`src/rtl/adder_rr_arbiter_pkg.sv`:
```
// Shared types and the round-robin pick used by the adder arbiter.
// The tag carries the requester id alongside each operation in the adder pipeline.
package adder_rr_arbiter_pkg;

   localparam int NREQ_MAX  = 8;
   localparam int ID_W      = 3;
   localparam int ADDER_LAT = 2;

   typedef struct packed {
      logic            valid;
      logic [ID_W-1:0] id;
   } tag_t;

   // One-hot grant to the first set bit of elig, scanning ptr, ptr+1, ... modulo n.
   function automatic logic [NREQ_MAX-1:0] rr_pick(input logic [NREQ_MAX-1:0] elig,
                                                   input logic [ID_W-1:0]     ptr,
                                                   input int                  n);
      logic [NREQ_MAX-1:0] grant;
      logic                found;
      logic [ID_W-1:0]     idx;
      grant = '0;
      found = 1'b0;
      for (int k = 0; k < NREQ_MAX; k++) begin
         if (k < n) begin
            idx = ID_W'((int'(ptr) + k) % n);
            if (!found && elig[idx]) begin
               grant[idx] = 1'b1;
               found      = 1'b1;
            end
         end
      end
      return grant;
   endfunction

endpackage

```
`src/rtl/adder_rr_arbiter_if.sv`:
```
// Requester-facing bus of the shared adder: one request and one response channel per requester.
// Valid/ready: a transfer happens on a rising edge where valid & ready; valid never waits on ready.
interface adder_rr_arbiter_if #(
   parameter int NREQ  = 4,
   parameter int WIDTH = 64
);
   logic [NREQ-1:0]       req_valid;
   logic [NREQ-1:0]       req_ready;
   logic [NREQ*WIDTH-1:0] req_a;
   logic [NREQ*WIDTH-1:0] req_b;
   logic [NREQ-1:0]       req_cin;
   logic [NREQ-1:0]       rsp_valid;
   logic [NREQ-1:0]       rsp_ready;
   logic [NREQ*WIDTH-1:0] rsp_sum;
   logic [NREQ-1:0]       rsp_cout;
   logic                  busy;

   modport master (
      output req_valid, req_a, req_b, req_cin, rsp_ready,
      input  req_ready, rsp_valid, rsp_sum, rsp_cout, busy
   );

   modport slave (
      input  req_valid, req_a, req_b, req_cin, rsp_ready,
      output req_ready, rsp_valid, rsp_sum, rsp_cout, busy
   );
endinterface

```
`src/rtl/adder_rr_arbiter_rr_arbiter.sv`:
```
// Round-robin arbiter: combinational one-hot pick from a registered start pointer.
// The pointer moves to one past the winner whenever a grant is given.
module rr_arbiter
   import adder_rr_arbiter_pkg::*;
#(
   parameter int NREQ = 4
) (
   input  logic                    clk,
   input  logic                    rst,
   input  logic [NREQ-1:0]         elig,
   output logic [NREQ-1:0]         grant,
   output logic [$clog2(NREQ)-1:0] ptr
);
   localparam int PW = $clog2(NREQ);

   logic [PW-1:0]       ptr_d, ptr_q;
   logic [NREQ_MAX-1:0] elig_w, pick_w;
   logic                unused_pick;

   always_comb begin
      elig_w             = '0;
      elig_w[NREQ-1:0]   = elig;
      pick_w             = rr_pick(elig_w, ID_W'(ptr_q), NREQ);
      grant              = rst ? '0 : pick_w[NREQ-1:0];
      ptr_d              = ptr_q;
      for (int i = 0; i < NREQ; i++) begin
         if (grant[i]) ptr_d = (i == NREQ - 1) ? '0 : PW'(i + 1);
      end
   end

   assign unused_pick = ^pick_w;

   always_ff @(posedge clk) begin
      if (rst) ptr_q <= '0;
      else     ptr_q <= ptr_d;
   end

   assign ptr = ptr_q;
endmodule

```
`src/rtl/pipeline_carry_skip_adder.sv`:
```
// Two-stage adder: low half in stage 1, high half in stage 2, each half a 4-bit-block carry-skip chain.
// WIDTH must be even; the result appears two rising edges after the operands.
module pipeline_carry_skip_adder #(
   parameter int WIDTH = 64
) (
   input  logic             clk,
   input  logic             rst,
   input  logic [WIDTH-1:0] a,
   input  logic [WIDTH-1:0] b,
   input  logic             cin,
   output logic [WIDTH-1:0] sum,
   output logic             cout
);
   localparam int H = WIDTH / 2;

   function automatic logic [H:0] csk(input logic [H-1:0] x, input logic [H-1:0] y, input logic c0);
      logic [H-1:0] s;
      logic         c, cblk, pblk;
      c    = c0;
      cblk = c0;
      pblk = 1'b1;
      for (int i = 0; i < H; i++) begin
         s[i] = x[i] ^ y[i] ^ c;
         c    = (x[i] & y[i]) | ((x[i] ^ y[i]) & c);
         pblk = pblk & (x[i] ^ y[i]);
         // A fully propagating block forwards its incoming carry directly.
         if ((i % 4) == 3 || i == H - 1) begin
            if (pblk) c = cblk;
            cblk = c;
            pblk = 1'b1;
         end
      end
      return {c, s};
   endfunction

   logic [H-1:0] s_lo_d, s_lo_q, a_hi_q, b_hi_q, s_hi_d;
   logic         c_lo_d, c_lo_q, c_hi_d;
   logic [WIDTH-1:0] sum_d, sum_q;
   logic             cout_d, cout_q;

   always_comb begin
      {c_lo_d, s_lo_d} = csk(a[H-1:0], b[H-1:0], cin);
      {c_hi_d, s_hi_d} = csk(a_hi_q, b_hi_q, c_lo_q);
      sum_d  = {s_hi_d, s_lo_q};
      cout_d = c_hi_d;
   end

   always_ff @(posedge clk) begin
      if (rst) begin
         s_lo_q <= '0;
         c_lo_q <= 1'b0;
         a_hi_q <= '0;
         b_hi_q <= '0;
         sum_q  <= '0;
         cout_q <= 1'b0;
      end else begin
         s_lo_q <= s_lo_d;
         c_lo_q <= c_lo_d;
         a_hi_q <= a[WIDTH-1:H];
         b_hi_q <= b[WIDTH-1:H];
         sum_q  <= sum_d;
         cout_q <= cout_d;
      end
   end

   assign sum  = sum_q;
   assign cout = cout_q;
endmodule

```
`src/rtl/adder_rr_arbiter.sv`:
```
// Shares one pipelined adder among NREQ requesters, with one outstanding operation each.
// A tag pipeline follows every issued operation so its result lands in the owner's buffer.
module adder_rr_arbiter
   import adder_rr_arbiter_pkg::*;
#(
   parameter int NREQ  = 4,
   parameter int WIDTH = 64,
   parameter int LAT   = ADDER_LAT
) (
   input  logic                    clk,
   input  logic                    rst,
   adder_rr_arbiter_if.slave       bus,
   output logic [$clog2(NREQ)-1:0] dbg_ptr
);
   logic [NREQ-1:0]  elig, grant, hs;
   logic [ID_W-1:0]  g_idx;
   logic             issue;
   logic [WIDTH-1:0] add_a, add_b, add_sum;
   logic             add_cin, add_cout;

   tag_t             tag_d [LAT];
   tag_t             tag_q [LAT];
   logic [NREQ-1:0]  out_d, out_q;
   logic [NREQ-1:0]  rsp_valid_d, rsp_valid_q;
   logic [NREQ-1:0]  rsp_cout_d, rsp_cout_q;
   logic [WIDTH-1:0] rsp_sum_d [NREQ];
   logic [WIDTH-1:0] rsp_sum_q [NREQ];

   assign elig = bus.req_valid & ~out_q;

   rr_arbiter #(.NREQ(NREQ)) u_arb (
      .clk   (clk),
      .rst   (rst),
      .elig  (elig),
      .grant (grant),
      .ptr   (dbg_ptr)
   );

   assign bus.req_ready = grant;

   // Idle cycles feed zeros so the adder pipeline carries no stale operands.
   always_comb begin
      issue   = |grant;
      g_idx   = '0;
      add_a   = '0;
      add_b   = '0;
      add_cin = 1'b0;
      for (int i = 0; i < NREQ; i++) begin
         if (grant[i]) begin
            g_idx   = ID_W'(i);
            add_a   = bus.req_a[i*WIDTH +: WIDTH];
            add_b   = bus.req_b[i*WIDTH +: WIDTH];
            add_cin = bus.req_cin[i];
         end
      end
   end

   pipeline_carry_skip_adder #(.WIDTH(WIDTH)) u_add (
      .clk  (clk),
      .rst  (rst),
      .a    (add_a),
      .b    (add_b),
      .cin  (add_cin),
      .sum  (add_sum),
      .cout (add_cout)
   );

   always_comb begin
      tag_d[0].valid = issue;
      tag_d[0].id    = g_idx;
      for (int k = 1; k < LAT; k++) tag_d[k] = tag_q[k-1];
   end

   // A completion never collides with a handshake on the same requester: out_j is still set.
   always_comb begin
      hs          = rsp_valid_q & bus.rsp_ready;
      out_d       = (out_q & ~hs) | grant;
      rsp_valid_d = rsp_valid_q & ~hs;
      rsp_cout_d  = rsp_cout_q;
      rsp_sum_d   = rsp_sum_q;
      for (int i = 0; i < NREQ; i++) begin
         if (tag_q[LAT-1].valid && tag_q[LAT-1].id == ID_W'(i)) begin
            rsp_valid_d[i] = 1'b1;
            rsp_sum_d[i]   = add_sum;
            rsp_cout_d[i]  = add_cout;
         end
      end
   end

   always_ff @(posedge clk) begin
      if (rst) begin
         out_q       <= '0;
         rsp_valid_q <= '0;
         rsp_cout_q  <= '0;
         for (int k = 0; k < LAT; k++) tag_q[k] <= '0;
         for (int i = 0; i < NREQ; i++) rsp_sum_q[i] <= '0;
      end else begin
         out_q       <= out_d;
         rsp_valid_q <= rsp_valid_d;
         rsp_cout_q  <= rsp_cout_d;
         tag_q       <= tag_d;
         rsp_sum_q   <= rsp_sum_d;
      end
   end

   assign bus.rsp_valid = rsp_valid_q;
   assign bus.rsp_cout  = rsp_cout_q;
   assign bus.busy      = |out_q;

   for (genvar i = 0; i < NREQ; i++) begin : g_rsp
      assign bus.rsp_sum[i*WIDTH +: WIDTH] = rsp_sum_q[i];
   end
endmodule

```
`src/flat_wrapper.sv`:
```
// flat-port wrapper written by rule: the top's interface ports become plain ports
module adder_rr_arbiter_flat import adder_rr_arbiter_pkg::*;
#(
   parameter int NREQ  = 4,
   parameter int WIDTH = 64,
   parameter int LAT   = ADDER_LAT
)
  (clk, rst, dbg_ptr, bus_req_valid, bus_req_a, bus_req_b, bus_req_cin, bus_rsp_ready, bus_req_ready, bus_rsp_valid, bus_rsp_sum, bus_rsp_cout, bus_busy);
  adder_rr_arbiter_if #(.NREQ(NREQ), .WIDTH(WIDTH)) bus_i ();
  input  logic clk;
  input  logic rst;
  output logic [$clog2(NREQ)-1:0] dbg_ptr;
  input wire logic [$bits(bus_i.req_valid)-1:0] bus_req_valid;
  input wire logic [$bits(bus_i.req_a)-1:0] bus_req_a;
  input wire logic [$bits(bus_i.req_b)-1:0] bus_req_b;
  input wire logic [$bits(bus_i.req_cin)-1:0] bus_req_cin;
  input wire logic [$bits(bus_i.rsp_ready)-1:0] bus_rsp_ready;
  output wire logic [$bits(bus_i.req_ready)-1:0] bus_req_ready;
  output wire logic [$bits(bus_i.rsp_valid)-1:0] bus_rsp_valid;
  output wire logic [$bits(bus_i.rsp_sum)-1:0] bus_rsp_sum;
  output wire logic [$bits(bus_i.rsp_cout)-1:0] bus_rsp_cout;
  output wire logic [$bits(bus_i.busy)-1:0] bus_busy;
  assign bus_i.req_valid = bus_req_valid;
  assign bus_i.req_a = bus_req_a;
  assign bus_i.req_b = bus_req_b;
  assign bus_i.req_cin = bus_req_cin;
  assign bus_i.rsp_ready = bus_rsp_ready;
  assign bus_req_ready = bus_i.req_ready;
  assign bus_rsp_valid = bus_i.rsp_valid;
  assign bus_rsp_sum = bus_i.rsp_sum;
  assign bus_rsp_cout = bus_i.rsp_cout;
  assign bus_busy = bus_i.busy;
  adder_rr_arbiter #(.NREQ(NREQ), .WIDTH(WIDTH), .LAT(LAT)) u_core (.clk(clk), .rst(rst), .bus(bus_i), .dbg_ptr(dbg_ptr));
endmodule
```
`config.mk`:
```
export PLATFORM = sky130hd
export DESIGN_NAME = adder_rr_arbiter_flat
export DESIGN_NICKNAME = d
export VERILOG_FILES = /design/src/rtl/adder_rr_arbiter_pkg.sv /design/src/rtl/adder_rr_arbiter_if.sv /design/src/rtl/adder_rr_arbiter_rr_arbiter.sv /design/src/rtl/pipeline_carry_skip_adder.sv /design/src/rtl/adder_rr_arbiter.sv /design/src/flat_wrapper.sv
export SDC_FILE = /design/constraint.sdc
export NUM_CORES = 1
export LEC_CHECK = 0
export BUFFER_PORTS_ARGS = -buffer_cell sky130_fd_sc_hd__buf_2
export CAP_MARGIN = 30
export CORE_AREA = 2 2 313 315
export CTS_CLUSTER_DIAMETER = 60
export DETAILED_ROUTE_END_ITERATION = 10
export DIE_AREA = 0 0 315 317
export MAX_ROUTING_LAYER = met4
export PLACE_DENSITY = 0.5
export SETUP_SLACK_MARGIN = 0.2
export SYNTH_ARGS = -nofsm -noshare
export SYNTH_HDL_FRONTEND = slang
export SYNTH_SLANG_ARGS = --single-unit
```
`constraint.sdc`:
```
create_clock -name clk -period 22.8 [get_ports clk]
set_clock_uncertainty 0.15 [all_clocks]
set_input_delay 1.14 -clock clk [delete_from_list [all_inputs] [get_ports clk]]
set_output_delay 1.14 -clock clk [all_outputs]
set_load 0.02 [all_outputs]
```
==> impl_metrics.json <==
{
  "port_buffers": 796,
  "min-delay-start": "u_core.u_add.s_lo_q[22]",
  "antenna_found_initial": 30,
  "layout_min_cycle_time_ps": 18220,
  "r2r_cells": 59,
  "hold_class": "flop to flop",
  "grt_pass1_vias": 18800,
  "vdd_drop_max_v": 0.0000777,
  "drive_gt1_share_pct": 31.6,
  "start_kind": "flop",
  "die_x_um": 315,
  "final_cells": 4404,
  "cts_sinks": 438,
  "arrival_ps": 18540,
  "regToRegSetupSlack_ps": 4580,
  "die-area_sq_um": 99900,
  "finalSetupViolCount": 0,
  "rows": 114,
  "dp_cells": 4287,
  "status": "finished clean",
  "final.period_utilization_pct": 79.9,
  "cts_buffer_depth": 3,
  "drt_pass1_iterations": 10,
  "syn_area_sq_um": 20100,
  "max_slew_margin_pct": 32.5,
  "ys.flop_type": "dfxtp_1",
  "drt-total-wl_um": 94200,
  "io_pins": 797,
  "cts_tree": "done",
  "crit_cells": 59,
  "synthDistinctLibCells": 59,
  "cts_setup_buffers": 0,
  "drtAntennaViolNets": 0,
  "finalHoldViolCount": 0,
  "grt_pass1_wl_um": 131000,
  "ys_warn_count": 0,
  "vias_per_cell": 4.48,
  "final_common_cell": "buf_2",
  "coreArea_sq_um": 96300,
  "worstPathMaxFanout": 29,
  "crit_end": "u_core.u_add.s_lo_q[31]",
  "grt_usage_pct": 18.4,
  "critPathTopFamily": "adder cells",
  "cts_resized": 0,
  "crit_start": "u_core.u_arb.ptr[0]",
  "yosysSeqAreaShare_pct": 43.7,
  "timing.rr.end": "u_core.u_add.s_lo_q[31]",
  "cts.clk_slew.worst_paths_ps": 60,
  "crit_path_max_incr_delay_ps": 650,
  "worst_pin_slew_ps": 1010,
  "max_freq_mhz": 54.9,
  "cts_buffers": 55,
  "cap_violations": 0,
  "utilization_pct": 28.2,
  "synth_nets": 3022,
  "dp_hpwl_um": 73600,
  "critPathBufInv": 5,
  "final_cell_mix": "buf_2 (795), nand2_1 (562), dfxtp_1 (438), a21oi_1 (316), nor2_1 (225)",
  "leakage_nw": 11.9,
  "timing.rr.start": "u_core.u_arb.ptr[0]",
  "drv_slew": 0,
  "h-tree-depth": 2,
  "die_y_um": 317,
  "synthArstFlopShare_pct": 0,
  "syn_inst": 2361,
  "setup_tns_ps": 0,
  "synth-seq-cells": 438,
  "cts_hold_buffers": 0,
  "rsz0062_at_grt": "no",
  "syn_to_final_growth_pct": 35.5,
  "finish.net_count": 3730,
  "vias": 19700,
  "initial_utilization_pct": 20.8,
  "clk_latency_ps": 640,
  "power_density_nw_per_um2": 126,
  "crit_top_cell": "fa_1",
  "drt_iter0_drc": 2183,
  "holdPathStages": 1,
  "grt_overflow": 0,
  "wl_per_cell_um": 21.4,
  "worst_path_max_delay_cell": "o41ai_1",
  "crit_type": "flop to flop",
  "place.gp.congestion": 0.971,
  "ctsRootBufferMaster": "clkbuf_16",
  "drc_errors": 0,
  "cp.required_ps": 23120,
  "avgSynthCellArea_sq_um": 8.50,
  "synth-edff-count": 0,
  "grt_max_degree": 122,
  "cp-end-kind": "flop"
}
==> layout make-up <==
class,count,area (sq um)
well taps,1276,1600
fillers,10500,69100
diodes,15,37.5
flip-flops and latches,438,8770
inverters,27,104
clock buffers,73,1520
repair buffers,828,4270
multi-input cells,1719,10500
clock inverters,28,352
==> stage by stage <==
| step | total power, mW | hold slack [ps] | cell area, sq um | setup slack [ps] |
|---|---|---|---|---|
| global route | 3.65 | 308 | 27200 | 3580 |
| floorplan | 1.84 | 264 | 20100 | 5660 |
| detailed placement | 2.55 | 270 | 25200 | 4090 |
| CTS | 3.46 | 284 | 27100 | 4560 |
| global placement | 2.55 | 271 | 25200 | 4360 |
| finish | 3.44 | 270 | 27200 | 4580 |
==> worst min path at each step <==
stage	to
CTS	u_core.u_add.sum[13]
global placement	u_core.u_add.sum[24]
global route	u_core.u_add.sum[21]
finish	u_core.u_add.sum[22]
floorplan	u_core.tag_q[0]
detailed placement	u_core.u_add.sum[13]
==> cell usage after synthesis (3+ instances only) <==
cell type	count	area, sq um
nand2_1	563	2110
dfxtp_1	438	8770
a21oi_1	316	1580
nor2_1	229	860
clkbuf_1	133	499
a222oi_1	75	751
nor2b_1	74	463
ha_1	71	888
fa_1	64	1280
a211oi_1	52	390
nor3_1	45	225
mux2_2	30	338
mux2i_1	29	290
or2_1	26	163
and2_1	25	156
buf_2	20	100
inv_1	18	67.6
buf_1	15	56.3
a221oi_1	14	123
nand4_1	13	81.3
o21ai_0	13	65.1
buf_4	9	67.6
inv_2	8	30.0
nand2b_1	8	50.1
a22o_1	7	61.3
a221o_1	6	60.1
and3_1	6	37.5
o41ai_1	5	43.8
a31oi_1	4	25.0
o21a_1	4	30.0
and4_1	3	26.3
nand3_1	3	15.0
or2_2	3	18.8
==> cell families (layout without fill, tap and decap cells) <==
group / after synthesis / count (layout) / share of synthesized area [%]
and+or+nand+nor: 1012 / 1012 / 21.6
AOI/OAI and AO/OA: 511 / 511 / 16.4
DFF: 438 / 438 / 43.7
buffers and inverters: 204 / 956 / 4.12
adders and majority gates: 135 / 135 / 10.8
muxes: 61 / 61 / 3.36
other: 0 / 15 / 0
==> routing by layer <==
metal  up-vias  GRT usage, %  share of wire, %
li1       9448             -                 -
met1      9356          24.4                45
met2       787          28.1                45
met3       131          3.76               6.9
met4         0          5.61               2.9
met5         -             -                 0
==> where the power goes <==
part / leakage, nW / total (mW) / switching, mW / internal (mW)
combinational: 7.38 / 1.56 / 0.999 / 0.564
clock: 0.921 / 0.893 / 0.369 / 0.525
sequential: 3.56 / 0.980 / 0.105 / 0.875
==> state kept, by name (all words and copies together) (netlist names) <==
signal / flops
u_core.bus.rsp_sum: 256
u_core.bus.rsp_valid: 4
u_core.u_add.b_hi_q: 32
u_core.u_add.cout: 1
u_core.u_add.a_hi_q: 32
u_core.tag_q: 3
u_core.tag_d: 3
u_core.u_add.s_lo_q: 32
u_core.u_arb.ptr: 2
u_core.u_add.sum: 64
u_core.u_add.c_lo_q: 1
u_core.bus.rsp_cout: 4
u_core.out_q: 4
No activity file was read; power rests on OpenSTA's default activity.
